### src/rtl/ldpc_pkg.sv
// Shared types and helpers for the serial min-sum check-node unit.
package ldpc_pkg;

  typedef enum logic [1:0] {
    ACCUM = 2'd0,
    PREP  = 2'd1,
    EMIT  = 2'd2
  } cnu_state_e;

  localparam int unsigned MAG_W = 32;

  // Largest positive value representable in a w-bit two's complement word.
  function automatic logic [MAG_W-1:0] max_mag(input int unsigned w);
    return (MAG_W'(1) << (w - 1)) - MAG_W'(1);
  endfunction

  // |x| for a w-bit value sign-extended to MAG_W; the most negative input clamps.
  function automatic logic [MAG_W-1:0] sat_mag(input logic [MAG_W-1:0] x,
                                               input int unsigned w);
    logic [MAG_W-1:0] m;
    m = x[MAG_W-1] ? (~x + MAG_W'(1)) : x;
    if (m > max_mag(w)) m = max_mag(w);
    return m;
  endfunction

endpackage

### src/rtl/ldpc_min2_tracker.sv
// Running min1/min2/min1-index/sign-parity register set for one check row.
module ldpc_min2_tracker #(
  parameter int unsigned WIDTH = 8,
  parameter int unsigned IDX_W = 6
) (
  input  logic             clk_i,
  input  logic             rst_i,
  input  logic             clear_i,
  input  logic             valid_i,
  input  logic [WIDTH-1:0] mag_i,
  input  logic             sign_i,
  input  logic [IDX_W-1:0] index_i,
  output logic [WIDTH-1:0] min1_o,
  output logic [WIDTH-1:0] min2_o,
  output logic [IDX_W-1:0] idx_o,
  output logic             parity_o
);
  import ldpc_pkg::*;

  localparam logic [WIDTH-1:0] MAXM = WIDTH'(max_mag(WIDTH));

  logic [WIDTH-1:0] min1_q, min1_d, min2_q, min2_d;
  logic [IDX_W-1:0] idx_q, idx_d;
  logic             par_q, par_d;

  always_comb begin
    min1_d = min1_q;
    min2_d = min2_q;
    idx_d  = idx_q;
    par_d  = par_q;
    if (clear_i) begin
      min1_d = MAXM;
      min2_d = MAXM;
      idx_d  = '0;
      par_d  = 1'b0;
    end else if (valid_i) begin
      par_d = par_q ^ sign_i;
      // Strict compares: a tie keeps the earlier index and lands in min2.
      if (mag_i < min1_q) begin
        min2_d = min1_q;
        min1_d = mag_i;
        idx_d  = index_i;
      end else if (mag_i < min2_q) begin
        min2_d = mag_i;
      end
    end
  end

  always_ff @(posedge clk_i) begin
    if (rst_i) begin
      min1_q <= MAXM;
      min2_q <= MAXM;
      idx_q  <= '0;
      par_q  <= 1'b0;
    end else begin
      min1_q <= min1_d;
      min2_q <= min2_d;
      idx_q  <= idx_d;
      par_q  <= par_d;
    end
  end

  assign min1_o   = min1_q;
  assign min2_o   = min2_q;
  assign idx_o    = idx_q;
  assign parity_o = par_q;

endmodule

### src/rtl/ldpc_check_node_serial.sv
// Serial min-sum check-node unit: one LLR in per cycle, then one LLR out per handshake.
// Define LDPC_CNU_OFFSET_EN to build the offset min-sum variant.
module ldpc_check_node_serial #(
  parameter int unsigned WIDTH      = 8,
  parameter int unsigned MAX_DEGREE = 32,
  parameter int unsigned OFFSET     = 1
) (
  input  logic             i_clock,
  input  logic             i_reset,
  input  logic [WIDTH-1:0] i_in_data,
  input  logic             i_in_valid,
  input  logic             i_in_last,
  output logic             o_in_ready,
  output logic [WIDTH-1:0] o_out_data,
  output logic             o_out_valid,
  output logic             o_out_last,
  input  logic             i_out_ready,
  output logic             o_error
);
  import ldpc_pkg::*;

  localparam int unsigned CW = $clog2(MAX_DEGREE) + 1;
  localparam int unsigned IW = $clog2(MAX_DEGREE);
`ifdef LDPC_CNU_OFFSET_EN
  localparam int unsigned OFF_AMT = OFFSET;
`else
  localparam int unsigned OFF_AMT = OFFSET * 0;
`endif

  function automatic logic [WIDTH-1:0] apply_off(input logic [WIDTH-1:0] m);
    return (m > WIDTH'(OFF_AMT)) ? m - WIDTH'(OFF_AMT) : '0;
  endfunction

  cnu_state_e state_q, state_d;
  logic [CW-1:0]         cnt_q, deg_q, out_j_q, out_j_d, idx_q, tr_idx, src_idx, load_j;
  logic [MAX_DEGREE-1:0] sign_q;
  logic [WIDTH-1:0]      m1_q, m2_q, tr_min1, tr_min2, src_m1, src_m2, bmag, bval;
  logic [WIDTH-1:0]      in_mag, out_data_q, out_data_d;
  logic                  par_q, tr_par, src_par, bsign, blast;
  logic                  in_ready_q, in_ready_d, out_valid_q, out_valid_d;
  logic                  out_last_q, out_last_d, error_q, error_d;
  logic                  accept, row_end, hs;

  assign in_mag  = WIDTH'(sat_mag(MAG_W'($signed(i_in_data)), WIDTH));
  assign accept  = in_ready_q & i_in_valid;
  assign row_end = accept & (i_in_last | (cnt_q == CW'(MAX_DEGREE - 1)));
  assign hs      = out_valid_q & i_out_ready;

  ldpc_min2_tracker #(.WIDTH(WIDTH), .IDX_W(CW)) u_tracker (
    .clk_i    (i_clock),
    .rst_i    (i_reset),
    .clear_i  (state_q == PREP),
    .valid_i  (accept),
    .mag_i    (in_mag),
    .sign_i   (i_in_data[WIDTH-1]),
    .index_i  (cnt_q),
    .min1_o   (tr_min1),
    .min2_o   (tr_min2),
    .idx_o    (tr_idx),
    .parity_o (tr_par)
  );

  always_ff @(posedge i_clock) begin
    if (i_reset) state_q <= ACCUM;
    else         state_q <= state_d;
  end

  always_comb begin
    state_d = state_q;
    case (state_q)
      ACCUM:   if (row_end) state_d = PREP;
      PREP:    state_d = EMIT;
      EMIT:    if (hs && out_last_q) state_d = ACCUM;
      default: state_d = ACCUM;
    endcase
  end

  // PREP builds beat 0 straight from the tracker while it is being captured and cleared.
  always_comb begin
    src_m1  = m1_q;
    src_m2  = m2_q;
    src_idx = idx_q;
    src_par = par_q;
    load_j  = out_j_q + CW'(1);
    if (state_q == PREP) begin
      src_m1  = apply_off(tr_min1);
      src_m2  = apply_off(tr_min2);
      src_idx = tr_idx;
      src_par = tr_par;
      load_j  = '0;
    end
    bmag  = (load_j == src_idx) ? src_m2 : src_m1;
    bsign = src_par ^ sign_q[load_j[IW-1:0]];
    bval  = bsign ? (~bmag + WIDTH'(1)) : bmag;
    blast = (load_j == deg_q - CW'(1));
  end

  always_comb begin
    out_data_d  = out_data_q;
    out_valid_d = out_valid_q;
    out_last_d  = out_last_q;
    out_j_d     = out_j_q;
    case (state_q)
      PREP: begin
        out_valid_d = 1'b1;
        out_data_d  = bval;
        out_last_d  = blast;
        out_j_d     = load_j;
      end
      EMIT: begin
        if (hs) begin
          if (out_last_q) begin
            out_valid_d = 1'b0;
            out_last_d  = 1'b0;
            out_data_d  = '0;
          end else begin
            out_data_d = bval;
            out_last_d = blast;
            out_j_d    = load_j;
          end
        end
      end
      default: ;
    endcase
    in_ready_d = (state_d == ACCUM);
    error_d    = row_end & ~i_in_last;
  end

  always_ff @(posedge i_clock) begin
    if (i_reset) begin
      cnt_q       <= '0;
      deg_q       <= '0;
      sign_q      <= '0;
      m1_q        <= '0;
      m2_q        <= '0;
      idx_q       <= '0;
      par_q       <= 1'b0;
      out_j_q     <= '0;
      out_data_q  <= '0;
      out_valid_q <= 1'b0;
      out_last_q  <= 1'b0;
      in_ready_q  <= 1'b1;
      error_q     <= 1'b0;
    end else begin
      if (accept) begin
        sign_q[cnt_q[IW-1:0]] <= i_in_data[WIDTH-1];
        cnt_q <= row_end ? '0 : cnt_q + CW'(1);
        if (row_end) deg_q <= cnt_q + CW'(1);
      end
      if (state_q == PREP) begin
        m1_q  <= src_m1;
        m2_q  <= src_m2;
        idx_q <= src_idx;
        par_q <= src_par;
      end
      out_j_q     <= out_j_d;
      out_data_q  <= out_data_d;
      out_valid_q <= out_valid_d;
      out_last_q  <= out_last_d;
      in_ready_q  <= in_ready_d;
      error_q     <= error_d;
    end
  end

  assign o_in_ready  = in_ready_q;
  assign o_out_data  = out_data_q;
  assign o_out_valid = out_valid_q;
  assign o_out_last  = out_last_q;
  assign o_error     = error_q;

endmodule
### config.mk
export PLATFORM = sky130hd
export DESIGN_NAME = ldpc_check_node_serial
export DESIGN_NICKNAME = d
export VERILOG_FILES = /design/src/rtl/ldpc_pkg.sv /design/src/rtl/ldpc_min2_tracker.sv /design/src/rtl/ldpc_check_node_serial.sv
export SDC_FILE = /design/constraint.sdc
export NUM_CORES = 1
export LEC_CHECK = 0
export ABC_AREA = 1
export CORE_UTILIZATION = 57
export CTS_BUF_LIST = sky130_fd_sc_hd__clkbuf_8
export CTS_CLUSTER_DIAMETER = 80
export DETAILED_ROUTE_END_ITERATION = 7
export PLACE_DENSITY = 0.85
export SLEW_MARGIN = 5
export SYNTH_ARGS = -nofsm -noshare
export SYNTH_HDL_FRONTEND = slang
export SYNTH_HIERARCHICAL = 1
export SYNTH_SLANG_ARGS = --single-unit
export TNS_END_PERCENT = 1
### constraint.sdc
create_clock -name i_clock -period 2.75 [get_ports i_clock]
set_input_delay 0.6875 -clock i_clock [delete_from_list [all_inputs] [get_ports i_clock]]
set_output_delay 0.6875 -clock i_clock [all_outputs]
set_load 0.02 [all_outputs]
Yosys cells after proc, flatten, opt, wreduce, memory -nomap -nowiden
Index checks and enable logic that the tools add are counted.

word-level totals
  output and inout bits = 12
  bits in writable memories = 0
  register bits after elaboration = 110
  bits in read-only memories = 0
  bits of input ports = 13
  logic and storage cells = 96
  latch bits = 0
  memories = 0

cells by class
  order comparisons = 8
  shift-type cells = 0
  reductions and logical operators = 13
  multipliers = 0
  equal/unequal tests = 8
  multiplexer cells = 34
  $add $sub $neg = 5
  div/mod/pow operators = 0
  bitwise operators = 10

operator list
  kind                   number
  $mux 8                 11
  $add 32x1->32 const B  1
  $bwmux 32              1
  $gt 32x7->1 const B    1
  $mux 32                1
  $not 32->32            1
  $mux 6                 5
  $gt 8x1->1 const B     2
  $lt 8x8->1             2
  $pmux 8 s2             1
  $add 6x1->6 const B    2
  $eq 6x6->1             2
  $lt 5x6->1 const B     2
  $pmux 6 s2             1
  $add 8x1->8 const B    1
  $not 8->8              1
  $reduce_and 2->1       4
  $mux 1                 7
  $eq 6x5->1 const B     1
  $ne 2x2->1 const B     3
  $pmux 2 s3             1
  $reduce_and 3->1       2
  $sub 6x1->6 const B    1
  $bmux 1 s5             1
  14 further kinds       23

Depth between registers and ports, before layout
  depth after elaboration = 10
  depth in mapped cells = 19
  mapped depth without buffers = 19

Cells and area by module
Netlist, hierarchy kept.

by module, submodules not included
  module                  cells each  area each (µm²)  sequential area each (µm²)  instances
  ldpc_check_node_serial  627         4504.3           1741.7                      1
  ldpc_min2_tracker       200         1360.1           460.4                       1

Least setup slack after synthesis
OpenSTA, ideal clock, no wires.

  path kind = input-to-reg
  start point = in i_in_data[2]
  end point = reg u_tracker.min2_q[5] (netlist: u_tracker/min2_o[5])
  slack = 78 ps
  arrival = 2538 ps
  path buffers = 2
  library setup time = 134 ps
  required time = 2616 ps
  cell stages on the path = 12
  cells stage by stage = nor3_1 nor3b_1 nand3_1 nand3_1 ha_1 nand2_1 o21a_1 buf_4 nand3_4 buf_2 nand3_1 nand3_1

on the way
  longest elaborated chain between the ends = 8
  elaborated cells on any way between the ends = 11
  those cells by class = add/sub (1); order compare (3); mux (4); bitwise (1); reduce/logical (2)

ends and longest elaborated chain
  element                               line                                              RTL
  start: declaration                    ldpc_check_node_serial.sv:10                      input logic [WIDTH-1:0] i_in_data,
  $not 32->32                           ldpc_pkg.sv:21                                    m = x[MAG_W-1] ? (~x + MAG_W'(1)) : x;
  $add 32x1->32                         ldpc_pkg.sv:21
  $mux 32 (*)                           ldpc_pkg.sv:21
  $gt 32x7->1                           ldpc_pkg.sv:22                                    if (m > max_mag(w)) m = max_mag(w);
  $mux 8 (*)                            ldpc_pkg.sv:22
  via in_mag[6]                         ldpc_check_node_serial.sv:38                      logic [WIDTH-1:0] in_mag, out_data_q, out_data_d;
  $lt 8x8->1, on equally long branches  ldpc_min2_tracker.sv:43, ldpc_min2_tracker.sv:39
  $reduce_bool 2->1 (no line)           -
  $reduce_and 2->1 (no line)            -
  end signal: assignment                ldpc_min2_tracker.sv:57                           min2_q <= min2_d;
  end: declaration                      ldpc_min2_tracker.sv:22                           logic [WIDTH-1:0] min1_q, min1_d, min2_q, min2_d;

Mark *: on every way through the listed nets, which the timed path passes. The rest lies on a longest branch. The select of a mux whose other input is x is not followed.
A chain may end at the register's enable or synchronous reset.

Worst setup path in the final report
  start point = in i_in_data[7]
  end point = reg u_tracker.min2_q[3] (netlist: u_tracker/min2_o[3])

The elaborated chain is that of the path after synthesis.

==> run metrics <==
core footprint 9864 sq um; CTS tree built; initial antenna violation count 0; Avg Synthesized Cell Area 7.091 sq um; HPWL Detailed 10.79 mm; Post-synth EDFFs 0; Final setup viols 0; fin crit share 97.03%; Placer Congestion 0.9227; Reg clk slew, reported paths 0.10 ns; final wirelength 15.22 mm; mux contribution to synthesized area 1.195%; Synth-to-Final Area Change 16.13%; Synth Register Bits 110; Fill cells 795; Peak Freq 374.8 MHz; antenna diode count 0; top_reg_cell synth dfxtp_1; Crit Reg-Reg Endpoint o_out_data[5]$_SDFFE_PP0P_; first-pass GRT wire length 24.58 mm; CP max FO 8; Iter 0 DRT Violations 444; fin crit period 2.668 ns; max_slew headroom 42.45%; P_leak 3.192 nW; Compound-Gate Fraction of Synth Area 15.72%; Worst R2R Path Depth 14; Crit. End Element register; hold path startpoint o_out_data[0]$_SDFFE_PP0P_; total number of vias 5,785; Max Root-Sink Buffers 2; warnings from Yosys 6; Pwr Density 543.9 nW/um^2; total iterations of the first detailed-routing run 6; routed vias/inst 5.694; maximum VDD drop 0.2944 mV; simple-gate share of the synthesized area 29.81%; Max Slew Vio Count 0; Row Count 36; clk_lat worst skew 0.39 ns; post-route DRC violation count 0; die height 103.4 um; HP Class register to register; CTS buffer count 9; commonest non-fill, non-tap cell in the layout nand2_1; Port Buffers 24; final net count 913; Die X 103.4 um; ratio of cells with drive above 1 in the final layout 13.82%; Avg WL per Cell 14.98 um; vias in the first global route 5,228; Clock Sinks 110; total die area 10,700 sq um; Hold EP o_out_data[0]$_SDFFE_PP0P_; Mapped Cells 827; Crit Path Class input port to register; startpoint types input port; reg2reg setup slack 0.24 ns; Worst Max-Slew Pin Slew 0.8567 ns; I/O pins 25; most frequent cells in the layout nand2_1 (195), dfxtp_1 (108), nand3_1 (92); post-cts hold buffer count 0; root buf cell clkbuf_8; largest family of logic cells by synthesized area simple AND/OR/NAND/NOR gates; fin util 69.04%; Reg-to-Reg Start out_j_q[0]$_SDFFE_PP0P_; Area after DPL 6407 sq um; GR Overflow Total 0; post-route cell area 6810 sq um; register area share after synthesis 37.55%; Syn Std Cell Area 5864 sq um; Post-Synth XOR/XNOR Area 2.539%; starting density of the core 59.45%; Final Hold Vio Count 0; CTS H-tree depth 3; largest net degree at the start of global routing 33; Worst EP arrival 2.93 ns; post-synth cell types 37; Final ANT Viol Nets 0; Total GRT Usage 29.76%; FFs w/ async S/R, synth 0%; status finished, final reports clean; Layout Skew 0.01572 ns; CP required 3.01 ns; Max Cap Viol 0; Synth Area in Adders 4.694%; Hold Crit Depth 2
worst max-delay path by stage:
stage	from	end	slack [ns]
after detailed placement	i_in_data[2]	u_tracker/min1_o[6]$_SDFFE_PP1P_	-0.67
after floorplan	i_in_data[2]	u_tracker/min2_o[5]$_SDFFE_PP1P_	0.08
after CTS	i_in_data[0]	u_tracker/min2_o[7]$_SDFFE_PP0P_	0.005
after global placement	i_in_data[2]	u_tracker/min2_o[0]$_SDFFE_PP1P_	-0.43
after global routing	i_in_data[4]	u_tracker/idx_o[3]$_SDFFE_PP0P_	-0.02
final	i_in_data[7]	u_tracker/min2_o[3]$_SDFFE_PP1P_	0.08
area by class of cell:
type                       instances  area, sq um  area share (%)
multi-input combinational        599         3298           48.43
sequential                       110         2207           32.41
timing repair buffer              69        595.6           8.745
inverter                          88        335.3           4.924
tap                              133        166.4           2.444
clock buffer                       9        123.9           1.819
clock inverter                     7        77.57           1.139
timing repair inverter             1        6.256         0.09186
Yosys cell counts, types with 2 or more instances:
library cell | count | area (sq um)
nor3_1 | 10 | 50.05
xnor2_1 | 8 | 70.07
buf_2 | 10 | 50.05
clkbuf_1 | 20 | 75.07
buf_6 | 2 | 22.52
a311oi_1 | 31 | 271.5
inv_2 | 12 | 45.04
nand3b_1 | 6 | 45.04
or2_2 | 10 | 62.56
dfxtp_1 | 110 | 2202
ha_1 | 22 | 275.3
o21a_1 | 3 | 22.52
mux2i_1 | 7 | 70.07
nand4_1 | 4 | 25.02
clkinv_1 | 4 | 15.01
buf_4 | 2 | 15.01
inv_1 | 71 | 266.5
nand2_4 | 2 | 22.52
o21ai_2 | 2 | 17.52
nand2_1 | 201 | 754.5
nand3_2 | 2 | 20.02
o21ai_1 | 2 | 10.01
nand3_1 | 94 | 470.5
o21ai_0 | 30 | 150.1
xor2_1 | 9 | 78.83
nor2_4 | 3 | 33.78
nor2_1 | 52 | 195.2
a211oi_1 | 4 | 30.03
a21oi_1 | 81 | 405.4
nand2_2 | 6 | 37.54
repair_timing:
item / CTS / global route
pin swaps: 3 / 11
endpoints found under the setup margin: 22 / 29
resized for setup: 16 / 19
buffers inserted: 1 / 5
cloned: 2 / 0
power breakdown:
group,total (mW),switching [mW],internal [mW],leakage (nW)
combinational,0.926,0.573,0.353,2.19
clock,1.02,0.587,0.435,0.106
sequential,1.76,0.0788,1.68,0.897
total,3.70,1.24,2.47,3.19
flip-flops by register name, summed over array words and instances (netlist names):
| name | count |
|---|---|
| sign_q | 32 |
| m1_q | 8 |
| m2_q | 8 |
| o_out_data | 8 |
| u_tracker/min1_o | 8 |
| u_tracker/min2_o | 8 |
| cnt_q | 6 |
| deg_q | 6 |
| idx_q | 6 |
| out_j_q | 6 |
| u_tracker/idx_o | 6 |
| state_q | 2 |
| o_error | 1 |
| o_in_ready | 1 |
| o_out_last | 1 |
| o_out_valid | 1 |
| par_q | 1 |
| u_tracker/parity_o | 1 |
metrics by stage:
step	worst slack, ns	hold WS (ns)	instances	setup TNS (ns)	total power, mW
finish	0.08156	0.4742	1016	0	3.704
detailed placement	-0.6669	0.4575	992	-13.63	2.650
global route	-0.01864	0.5063	1016	-0.06618	3.898
CTS	0.005490	0.4728	1011	0	3.669
global placement	-0.4313	0.4567	992	-9.052	2.609
floorplan	0.07824	0.4355	830	0	2.393
per-layer routing:
metal,part of all wire [%],wire [um],track usage (%)
met1,44,6765,40.30
met2,47,7228,47.99
met3,6.2,950,5.847
met4,1.8,279,8.992
met5,0,0,0
critical path, cell delays in order:
cell and delay, ns:
clkdlybuf4s50_1 0.48, inv_1 0.11, nor2_1 0.24, nand3_4 0.17
buf_6 0.16, nand2_1 0.09, buf_4 0.13, ha_1 0.22
nand2_1 0.06, nor2_1 0.04, nand2_1 0.08, nand2_1 0.10
buf_4 0.18, nand3_1 0.09, nand3_1 0.09
logic make-up after synthesis:
logic type      after synthesis
mux                           7
simple gates                393
xor+xnor                     17
fa+ha+maj                    22
flops                       110
compound gates              155
other cells                   1
buf+inv                     122
Power figures use the tool's default switching activity.
